<file path="config.mk">
export PLATFORM = sky130hd
export DESIGN_NAME = wavetable_voice_scheduler_flat
export DESIGN_NICKNAME = d
export VERILOG_FILES = /design/src/rtl/wavetable_voice_scheduler_if.sv /design/src/rtl/wavetable_voice_scheduler.sv /design/src/flat_wrapper.sv
export SDC_FILE = /design/constraint.sdc
export NUM_CORES = 1
export LEC_CHECK = 0
export ABC_AREA = 0
export CORE_MARGIN = 2
export CORE_UTILIZATION = 64
export CTS_CLUSTER_SIZE = 14
export DETAILED_ROUTE_END_ITERATION = 10
export HOLD_SLACK_MARGIN = 0.06
export PLACE_DENSITY = 0.85
export SLEW_MARGIN = 20
export SYNTH_ARGS = -nofsm -noshare
export SYNTH_HDL_FRONTEND = slang
export SYNTH_SLANG_ARGS = --single-unit
</file>
<file path="constraint.sdc">
create_clock -name i_clk -period 6.8 [get_ports i_clk]
set_input_delay 1.02 -clock i_clk [delete_from_list [all_inputs] [get_ports i_clk]]
set_output_delay 1.02 -clock i_clk [all_outputs]
set_load 0.01 [all_outputs]
</file>
<file path="src/rtl/wavetable_voice_scheduler_if.sv">
// ============================================================================
// wavetable_voice_scheduler_if : sample tick, voice config, wavetable RAM and
// mix signals of the wavetable voice scheduler.  Rev 1.0
// ============================================================================
`default_nettype none

interface wavetable_voice_scheduler_if #(
  parameter int NUM_VOICES = 4,
  parameter int ADDR_W     = 12,
  parameter int DATA_W     = 16,
  parameter int PHASE_W    = 24
);
  localparam int IDX_W = $clog2(NUM_VOICES);
  localparam int MIX_W = DATA_W + IDX_W;

  logic                i_sample_tick;
  logic                i_cfg_we;
  logic [IDX_W-1:0]    i_cfg_voice;
  logic [PHASE_W-1:0]  i_cfg_freq;
  logic [1:0]          i_cfg_bank;
  logic                i_cfg_en;
  logic                i_cfg_phase_rst;
  logic [ADDR_W-1:0]   o_ram_addr;
  logic [1:0]          o_ram_bank_sel;
  logic [DATA_W-1:0]   i_ram_data;
  logic [MIX_W-1:0]    o_mix_out;
  logic                o_mix_valid;
  logic                o_busy;
  logic                o_overrun;

  modport slave (
    input  i_sample_tick, i_cfg_we, i_cfg_voice, i_cfg_freq, i_cfg_bank,
           i_cfg_en, i_cfg_phase_rst, i_ram_data,
    output o_ram_addr, o_ram_bank_sel, o_mix_out, o_mix_valid, o_busy,
           o_overrun
  );

  modport master (
    output i_sample_tick, i_cfg_we, i_cfg_voice, i_cfg_freq, i_cfg_bank,
           i_cfg_en, i_cfg_phase_rst, i_ram_data,
    input  o_ram_addr, o_ram_bank_sel, o_mix_out, o_mix_valid, o_busy,
           o_overrun
  );
endinterface

`default_nettype wire

</file>
<file path="src/rtl/wavetable_voice_scheduler.sv">
// ============================================================================
// wavetable_voice_scheduler : time-shares one wavetable RAM among NUM_VOICES
// phase-accumulator voices and mixes one signed sample per SampleTick. Rev 1.0
// ============================================================================
`default_nettype none

module wavetable_voice_scheduler #(
  parameter int NUM_VOICES = 4,
  parameter int ADDR_W     = 12,
  parameter int DATA_W     = 16,
  parameter int PHASE_W    = 24
) (
  input  wire logic                  i_clk,
  input  wire logic                  i_rst_n,
  wavetable_voice_scheduler_if.slave bus
);
  localparam int IDX_W = $clog2(NUM_VOICES);
  localparam int MIX_W = DATA_W + IDX_W;

  localparam logic [IDX_W-1:0] c_last_idx = IDX_W'(NUM_VOICES - 1);
  localparam logic [IDX_W-1:0] c_idx_one  = IDX_W'(1);

  typedef enum logic [1:0] {
    ST_IDLE  = 2'd0,
    ST_ISSUE = 2'd1,
    ST_DRAIN = 2'd2
  } state_t;

  state_t             r_state;
  state_t             w_state_nxt;
  logic               w_start;
  logic               w_issue;
  logic [IDX_W-1:0]   w_issue_idx;

  logic [IDX_W-1:0]   r_idx;
  logic               r_rd_en;
  logic [MIX_W-1:0]   r_acc;
  logic [MIX_W-1:0]   w_sample_ext;
  logic [ADDR_W-1:0]  r_ram_addr;
  logic [1:0]         r_ram_bank;
  logic [MIX_W-1:0]   r_mix_out;
  logic               r_mix_valid;
  logic               r_overrun;

  logic [PHASE_W-1:0] w_phase [NUM_VOICES];
  logic [1:0]         w_bank  [NUM_VOICES];
  logic               w_en    [NUM_VOICES];
  logic [PHASE_W-1:0] w_issue_phase;

  always_ff @(posedge i_clk) begin
    if (!i_rst_n) begin
      r_state <= ST_IDLE;
    end else begin
      r_state <= w_state_nxt;
    end
  end

  // One voice address goes out per edge: voice 0 on the start edge, then one per ISSUE cycle.
  always_comb begin
    w_state_nxt = r_state;
    w_start     = 1'b0;
    w_issue     = 1'b0;
    w_issue_idx = '0;
    case (r_state)
      ST_IDLE: begin
        if (bus.i_sample_tick) begin
          w_state_nxt = ST_ISSUE;
          w_start     = 1'b1;
          w_issue     = 1'b1;
        end
      end
      ST_ISSUE: begin
        if (r_idx == c_last_idx) begin
          w_state_nxt = ST_DRAIN;
        end else begin
          w_issue     = 1'b1;
          w_issue_idx = r_idx + c_idx_one;
        end
      end
      ST_DRAIN: begin
        w_state_nxt = ST_IDLE;
      end
      default: begin
        w_state_nxt = ST_IDLE;
      end
    endcase
  end

  assign w_issue_phase = w_phase[w_issue_idx];
  assign w_sample_ext  = {{IDX_W{bus.i_ram_data[DATA_W-1]}}, bus.i_ram_data};

  always_ff @(posedge i_clk) begin
    if (!i_rst_n) begin
      r_idx       <= '0;
      r_rd_en     <= 1'b0;
      r_acc       <= '0;
      r_ram_addr  <= '0;
      r_ram_bank  <= '0;
      r_mix_out   <= '0;
      r_mix_valid <= 1'b0;
      r_overrun   <= 1'b0;
    end else begin
      r_mix_valid <= 1'b0;
      r_overrun   <= bus.i_sample_tick && (r_state != ST_IDLE);

      if (w_start) begin
        r_idx <= '0;
        r_acc <= '0;
      end else if (r_state == ST_ISSUE) begin
        r_idx <= r_idx + c_idx_one;
        r_acc <= r_acc + (r_rd_en ? w_sample_ext : '0);
      end

      // Enable is latched with the address so a later config write cannot change an issued voice.
      if (w_issue) begin
        r_ram_addr <= w_issue_phase[PHASE_W-1 -: ADDR_W];
        r_ram_bank <= w_bank[w_issue_idx];
        r_rd_en    <= w_en[w_issue_idx];
      end

      if (r_state == ST_DRAIN) begin
        r_mix_out   <= r_acc;
        r_mix_valid <= 1'b1;
      end
    end
  end

  for (genvar v = 0; v < NUM_VOICES; v++) begin : g_voice
    logic [PHASE_W-1:0] r_phase;
    logic [PHASE_W-1:0] r_freq;
    logic [1:0]         r_bank;
    logic               r_en;
    logic               w_cfg_hit;
    logic               w_upd;

    assign w_cfg_hit = bus.i_cfg_we && (bus.i_cfg_voice == IDX_W'(v));
    assign w_upd     = w_issue && (w_issue_idx == IDX_W'(v)) && r_en;

    // A same-edge config write sees the old freq/en for the update; a phase reset overrides it.
    always_ff @(posedge i_clk) begin
      if (!i_rst_n) begin
        r_phase <= '0;
        r_freq  <= '0;
        r_bank  <= '0;
        r_en    <= 1'b0;
      end else begin
        if (w_cfg_hit) begin
          r_freq <= bus.i_cfg_freq;
          r_bank <= bus.i_cfg_bank;
          r_en   <= bus.i_cfg_en;
        end
        if (w_cfg_hit && bus.i_cfg_phase_rst) begin
          r_phase <= '0;
        end else if (w_upd) begin
          r_phase <= r_phase + r_freq;
        end
      end
    end

    assign w_phase[v] = r_phase;
    assign w_bank[v]  = r_bank;
    assign w_en[v]    = r_en;
  end

  assign bus.o_ram_addr     = r_ram_addr;
  assign bus.o_ram_bank_sel = r_ram_bank;
  assign bus.o_mix_out      = r_mix_out;
  assign bus.o_mix_valid    = r_mix_valid;
  assign bus.o_busy         = (r_state != ST_IDLE);
  assign bus.o_overrun      = r_overrun;

endmodule

`default_nettype wire

</file>
<file path="src/flat_wrapper.sv">
// flat-port wrapper written by rule: the top's interface ports become plain ports
module wavetable_voice_scheduler_flat 
#(
  parameter int NUM_VOICES = 4,
  parameter int ADDR_W     = 12,
  parameter int DATA_W     = 16,
  parameter int PHASE_W    = 24
)
  (i_clk, i_rst_n, bus_i_sample_tick, bus_i_cfg_we, bus_i_cfg_voice, bus_i_cfg_freq, bus_i_cfg_bank, bus_i_cfg_en, bus_i_cfg_phase_rst, bus_i_ram_data, bus_o_ram_addr, bus_o_ram_bank_sel, bus_o_mix_out, bus_o_mix_valid, bus_o_busy, bus_o_overrun);
  wavetable_voice_scheduler_if #(.NUM_VOICES(NUM_VOICES), .ADDR_W(ADDR_W), .DATA_W(DATA_W), .PHASE_W(PHASE_W)) bus_i ();
  input  wire logic i_clk;
  input  wire logic i_rst_n;
  input wire logic [$bits(bus_i.i_sample_tick)-1:0] bus_i_sample_tick;
  input wire logic [$bits(bus_i.i_cfg_we)-1:0] bus_i_cfg_we;
  input wire logic [$bits(bus_i.i_cfg_voice)-1:0] bus_i_cfg_voice;
  input wire logic [$bits(bus_i.i_cfg_freq)-1:0] bus_i_cfg_freq;
  input wire logic [$bits(bus_i.i_cfg_bank)-1:0] bus_i_cfg_bank;
  input wire logic [$bits(bus_i.i_cfg_en)-1:0] bus_i_cfg_en;
  input wire logic [$bits(bus_i.i_cfg_phase_rst)-1:0] bus_i_cfg_phase_rst;
  input wire logic [$bits(bus_i.i_ram_data)-1:0] bus_i_ram_data;
  output wire logic [$bits(bus_i.o_ram_addr)-1:0] bus_o_ram_addr;
  output wire logic [$bits(bus_i.o_ram_bank_sel)-1:0] bus_o_ram_bank_sel;
  output wire logic [$bits(bus_i.o_mix_out)-1:0] bus_o_mix_out;
  output wire logic [$bits(bus_i.o_mix_valid)-1:0] bus_o_mix_valid;
  output wire logic [$bits(bus_i.o_busy)-1:0] bus_o_busy;
  output wire logic [$bits(bus_i.o_overrun)-1:0] bus_o_overrun;
  assign bus_i.i_sample_tick = bus_i_sample_tick;
  assign bus_i.i_cfg_we = bus_i_cfg_we;
  assign bus_i.i_cfg_voice = bus_i_cfg_voice;
  assign bus_i.i_cfg_freq = bus_i_cfg_freq;
  assign bus_i.i_cfg_bank = bus_i_cfg_bank;
  assign bus_i.i_cfg_en = bus_i_cfg_en;
  assign bus_i.i_cfg_phase_rst = bus_i_cfg_phase_rst;
  assign bus_i.i_ram_data = bus_i_ram_data;
  assign bus_o_ram_addr = bus_i.o_ram_addr;
  assign bus_o_ram_bank_sel = bus_i.o_ram_bank_sel;
  assign bus_o_mix_out = bus_i.o_mix_out;
  assign bus_o_mix_valid = bus_i.o_mix_valid;
  assign bus_o_busy = bus_i.o_busy;
  assign bus_o_overrun = bus_i.o_overrun;
  wavetable_voice_scheduler #(.NUM_VOICES(NUM_VOICES), .ADDR_W(ADDR_W), .DATA_W(DATA_W), .PHASE_W(PHASE_W)) u_core (.i_clk(i_clk), .i_rst_n(i_rst_n), .bus(bus_i));
endmodule
</file>
==> impl_metrics.csv <==
group,metric,value,unit
global_routing,grt_pass1_vias,12440,
detailed_routing,vias,13400,
worst_setup_path,crit_path_end_kind,"flop",
worst_setup_path,cp.arrival,4.05,ns
synth,mappedNetlistNets,1996,
worst_setup_path,worstSetupStartpoint,"bus_i_ram_data[1]",
clock_network,cts_setup_buffers,0,
worst_setup_path,worstSetupPathType,"input port to flop",
synth,syn_area,14540,um2
sta,period_needed,3.564,ns
sta,finalMaxSlewViolations,0,
detailed_routing,postRouteAntennaNets,0,
clock_network,hold_buffers,0,
placement,placed_area,15530,um2
sta,relSlewSlack,31.71,%
sta,grt_setup_unrepaired,"false",
sta,fmax,280.6,MHz
clock_network,htree_levels,1,
worst_setup_path,critPathLaunchType,"input port",
die,fp.dieH,154.7,um
worst_setup_path,crit_required,7.29,ns
die,chipWidth,154.7,um
synth,yosysWarnings,0,
synth,ys_ff_latch,261,
synth,synth.distinct_cells,64,
sta,finalSetupViolations,0,
synth,synth_top_cell_by_area,"dfxtp_1",
clock_network,path_clk_slew,0.06,ns
synth,yosysSeqAreaShare,35.93,%
die,io_pins,85,
die,die_area,23940,um2
placement,place.gp.congestion,0.8877,
synth,async_reset_ff_share,0,%
finish,synthToLayoutAreaGrowth,13.47,%
clock_network,cts_resized,0,
sta,finClkSkew,0.01019,ns
power_and_ir_drop,ir_worst_vdd,0.2487,mV
sta,fin_crit_sh,52.42,%
power_and_ir_drop,power_switching,831.6,uW
detailed_routing,dr.first_iter.drc_count,1154,
power_and_ir_drop,combPwrFrac,8.2,%
worst_setup_path,worstPathCellList,"clkdlybuf4s50_1, nand2_1, inv_1, ha_1, a21o_1, a21o_1, a2111oi_4, o21ai_2, o41ai_4, o21ai_2, or3_1, a31o_1, a21oi_2",
detailed_routing,drtPass1Iterations,7,
clock_network,clockBufferDepth,3,
synth,synthFlopType,"dfxtp_1",
detailed_routing,wirelength,39.62,mm
worst_setup_path,cp_slowest_cell,"clkdlybuf4s50_1",
worst_setup_path,critPathMaxFanout,4,
power_and_ir_drop,seqPwrFrac,46.1,%
run,max_cap_viol_count,0,
worst_setup_path,r2r-start,"u_core.r_rd_en$_SDFFE_PN0P_",
synth,yosysTopAreaCellShare,35.93,%
finish,n_antenna_cell,0,
detailed_routing,wl_per_cell,18.20,um
synth,netlist_instances,1831,
power_and_ir_drop,clkPwrFrac,45.7,%
global_routing,antenna_found_initial,0,
synth,syn_area_per_cell,7.942,um2
synth,synth_commonest_cells,"nand2_1, dfxtp_1, a21oi_1",
placement,portBuffers,84,
worst_setup_path,cpPeakStageDelay,0.46,ns
power_and_ir_drop,power.internal,2.616,mW
sta,finalSetupTns,0,ns
power_and_ir_drop,leakage,6.610,nW
power_and_ir_drop,switching_share,24.12,%
synth,synth_edf_count,0,
detailed_routing,vias_per_cell,6.157,
clock_network,worstSkewPairLatency,0.54,ns
synth,synth_area_leaders,"dfxtp_1, nand2_1, ha_1, a21boi_0, a21oi_1",
sta,tightest_slew,1.021,ns
die,initial_core_util,64.62,%
finish,fillers,1708,
hold_path,holdCritPathClass,"flop to flop",
placement,hpwl,27.06,mm
clock_network,cts.sinks,261,
finish,design_area,16500,um2
finish,drive_gt1_share,4.545,%
die,rows,55,
clock_network,root_buffer,"clkbuf_16",
worst_setup_path,endpoint,"u_core.r_acc[17]$_SDFFE_PP0P_",
clock_network,cts_inserted_buffers,28,
global_routing,grt_pass1_wl,63.21,mm
worst_setup_path,worstReg2RegEnd,"u_core.r_acc[17]$_SDFFE_PP0P_",
global_routing,grt_max_degree,116,
die,core,22500,um2
sta,hold_viol,0,
detailed_routing,drc_errors,0,
worst_setup_path,rrSetupSlack,3.42,ns
finish,nNetsFinal,2035,
global_routing,grt-ovfl-total,0,
outcome,status,"completed",
clock_network,cts_tree,"done",
synth,synth.most_common_cell,"nand2_1",
worst_setup_path,rr_worst_depth,12,
global_routing,grtUsageTotal,32.52,%
power_and_ir_drop,p_per_area,209.0,nW/um2
power_and_ir_drop,finalPower,3.448,mW
[state kept, by name (all words and copies together) (netlist names)]
name and flops:
u_core.g_voice.r_freq 96, u_core.g_voice.r_phase 96, u_core.bus.o_mix_out 18, u_core.r_acc 18, u_core.bus.o_ram_addr 12, u_core.g_voice.r_bank 8
u_core.g_voice.r_en 4, u_core.bus.o_ram_bank_sel 2, u_core.r_idx 2, u_core.r_state 2, u_core.bus.o_mix_valid 1, u_core.bus.o_overrun 1
u_core.r_rd_en 1
[placed cells by master, fill, tap and decap left out, types with 14 or more instances in the layout]
| cell type | count |
|---|---|
| and2_1 | 23 |
| clkbuf_16 | 29 |
| ha_1 | 110 |
| xor2_1 | 28 |
| and3_1 | 16 |
| nand3_1 | 39 |
| o21bai_1 | 14 |
| clkdlybuf4s50_1 | 83 |
| dfxtp_1 | 261 |
| nand2_1 | 471 |
| a21o_1 | 37 |
| nand4_1 | 14 |
| buf_4 | 15 |
| nor2_1 | 58 |
| xnor2_1 | 58 |
| a31oi_1 | 25 |
| a21boi_0 | 131 |
| a21oi_1 | 162 |
| o21ai_0 | 64 |
| a22oi_1 | 29 |
| nor3_1 | 19 |
| inv_1 | 29 |
| a211oi_1 | 18 |
[per-layer routing]
layer | wire length, um | track usage (%) | vias to the layer above | part of all wire [%]
met5 | 0 | 0 | - | 0
met4 | 1855 | 13.32 | 0 | 4.7
met3 | 3216 | 4.959 | 116 | 8.1
met2 | 18300 | 54.38 | 544 | 46
met1 | 16240 | 42.22 | 6268 | 41
li1 | - | - | 6476 | -
[worst max-delay path, delay by kind of cell]
kind / cells / cell delay, ns
buffers and inverters: 2 / 0.56
adders and majority gates: 1 / 0.23
and+or+nand+nor: 2 / 0.44
AOI/OAI and AO/OA: 8 / 1.79
[final cells by class]
cell class	count	area, um2	area share [%]
Clock buffer	45	905.9	5.490
Tap cell	285	356.6	2.161
Inverter	29	108.9	0.6597
Sequential cell	261	5225	31.67
Timing Repair Buffer	98	943.4	5.718
Clock inverter	7	62.56	0.3792
Multi-Input combinational cell	1452	8897	53.92
[cells by family (layout without fill, tap and decap cells)]
family | after synthesis | count (layout) | share of synthesized area, %
AOI/OAI and AO/OA | 541 | 541 | 24.38
xor gates and xnor gates | 86 | 86 | 5.180
adders and majority gates | 115 | 115 | 10.15
buffers and inverters | 118 | 179 | 3.054
DFF | 261 | 261 | 35.93
muxes | 6 | 6 | 0.4130
and+or+nand+nor | 704 | 704 | 20.89
[stage by stage]
stage / util (%) / cells / hold slack (ns) / worst slack (ns)
2_1_floorplan: - / 1831 / 0.4356 / 3.392
3_3_place_gp: 69.00 / 2125 / 0.4419 / 2.798
3_5_place_dp: 69.00 / 2125 / 0.4501 / 2.730
4_1_cts: 73.30 / 2177 / 0.4589 / 3.263
5_1_grt: 73.32 / 2177 / 0.4781 / 2.966
6_report: 73.32 / 2177 / 0.4555 / 3.236
[power groups by stage]
stage | registers [mW] | clock network, mW | logic, mW
global route | 1.59 | 1.65 | 0.305
floorplan | 1.61 | 0 | 0.163
global placement | 1.62 | 0 | 0.269
CTS | 1.59 | 1.58 | 0.278
finish | 1.59 | 1.57 | 0.284
detailed placement | 1.62 | 0 | 0.275
[worst min path at each step]
stage                                          startpoint                                          to  slack (ns)  depth (start not counted)
6_report        u_core.g_voice[3].r_phase[8]$_SDFFE_PP0P_   u_core.g_voice[3].r_phase[8]$_SDFFE_PP0P_        0.46                          2
3_3_place_gp    u_core.g_voice[3].r_phase[7]$_SDFFE_PP0P_   u_core.g_voice[3].r_phase[7]$_SDFFE_PP0P_        0.44                          2
2_1_floorplan  u_core.g_voice[0].r_phase[11]$_SDFFE_PP0P_  u_core.g_voice[0].r_phase[11]$_SDFFE_PP0P_        0.44                          2
4_1_cts         u_core.g_voice[3].r_phase[9]$_SDFFE_PP0P_   u_core.g_voice[3].r_phase[9]$_SDFFE_PP0P_        0.46                          2
3_5_place_dp    u_core.g_voice[3].r_phase[9]$_SDFFE_PP0P_   u_core.g_voice[3].r_phase[9]$_SDFFE_PP0P_        0.45                          2
5_1_grt         u_core.g_voice[2].r_phase[8]$_SDFFE_PP0P_   u_core.g_voice[2].r_phase[8]$_SDFFE_PP0P_        0.48                          2
Power figures use the tool's default switching activity.
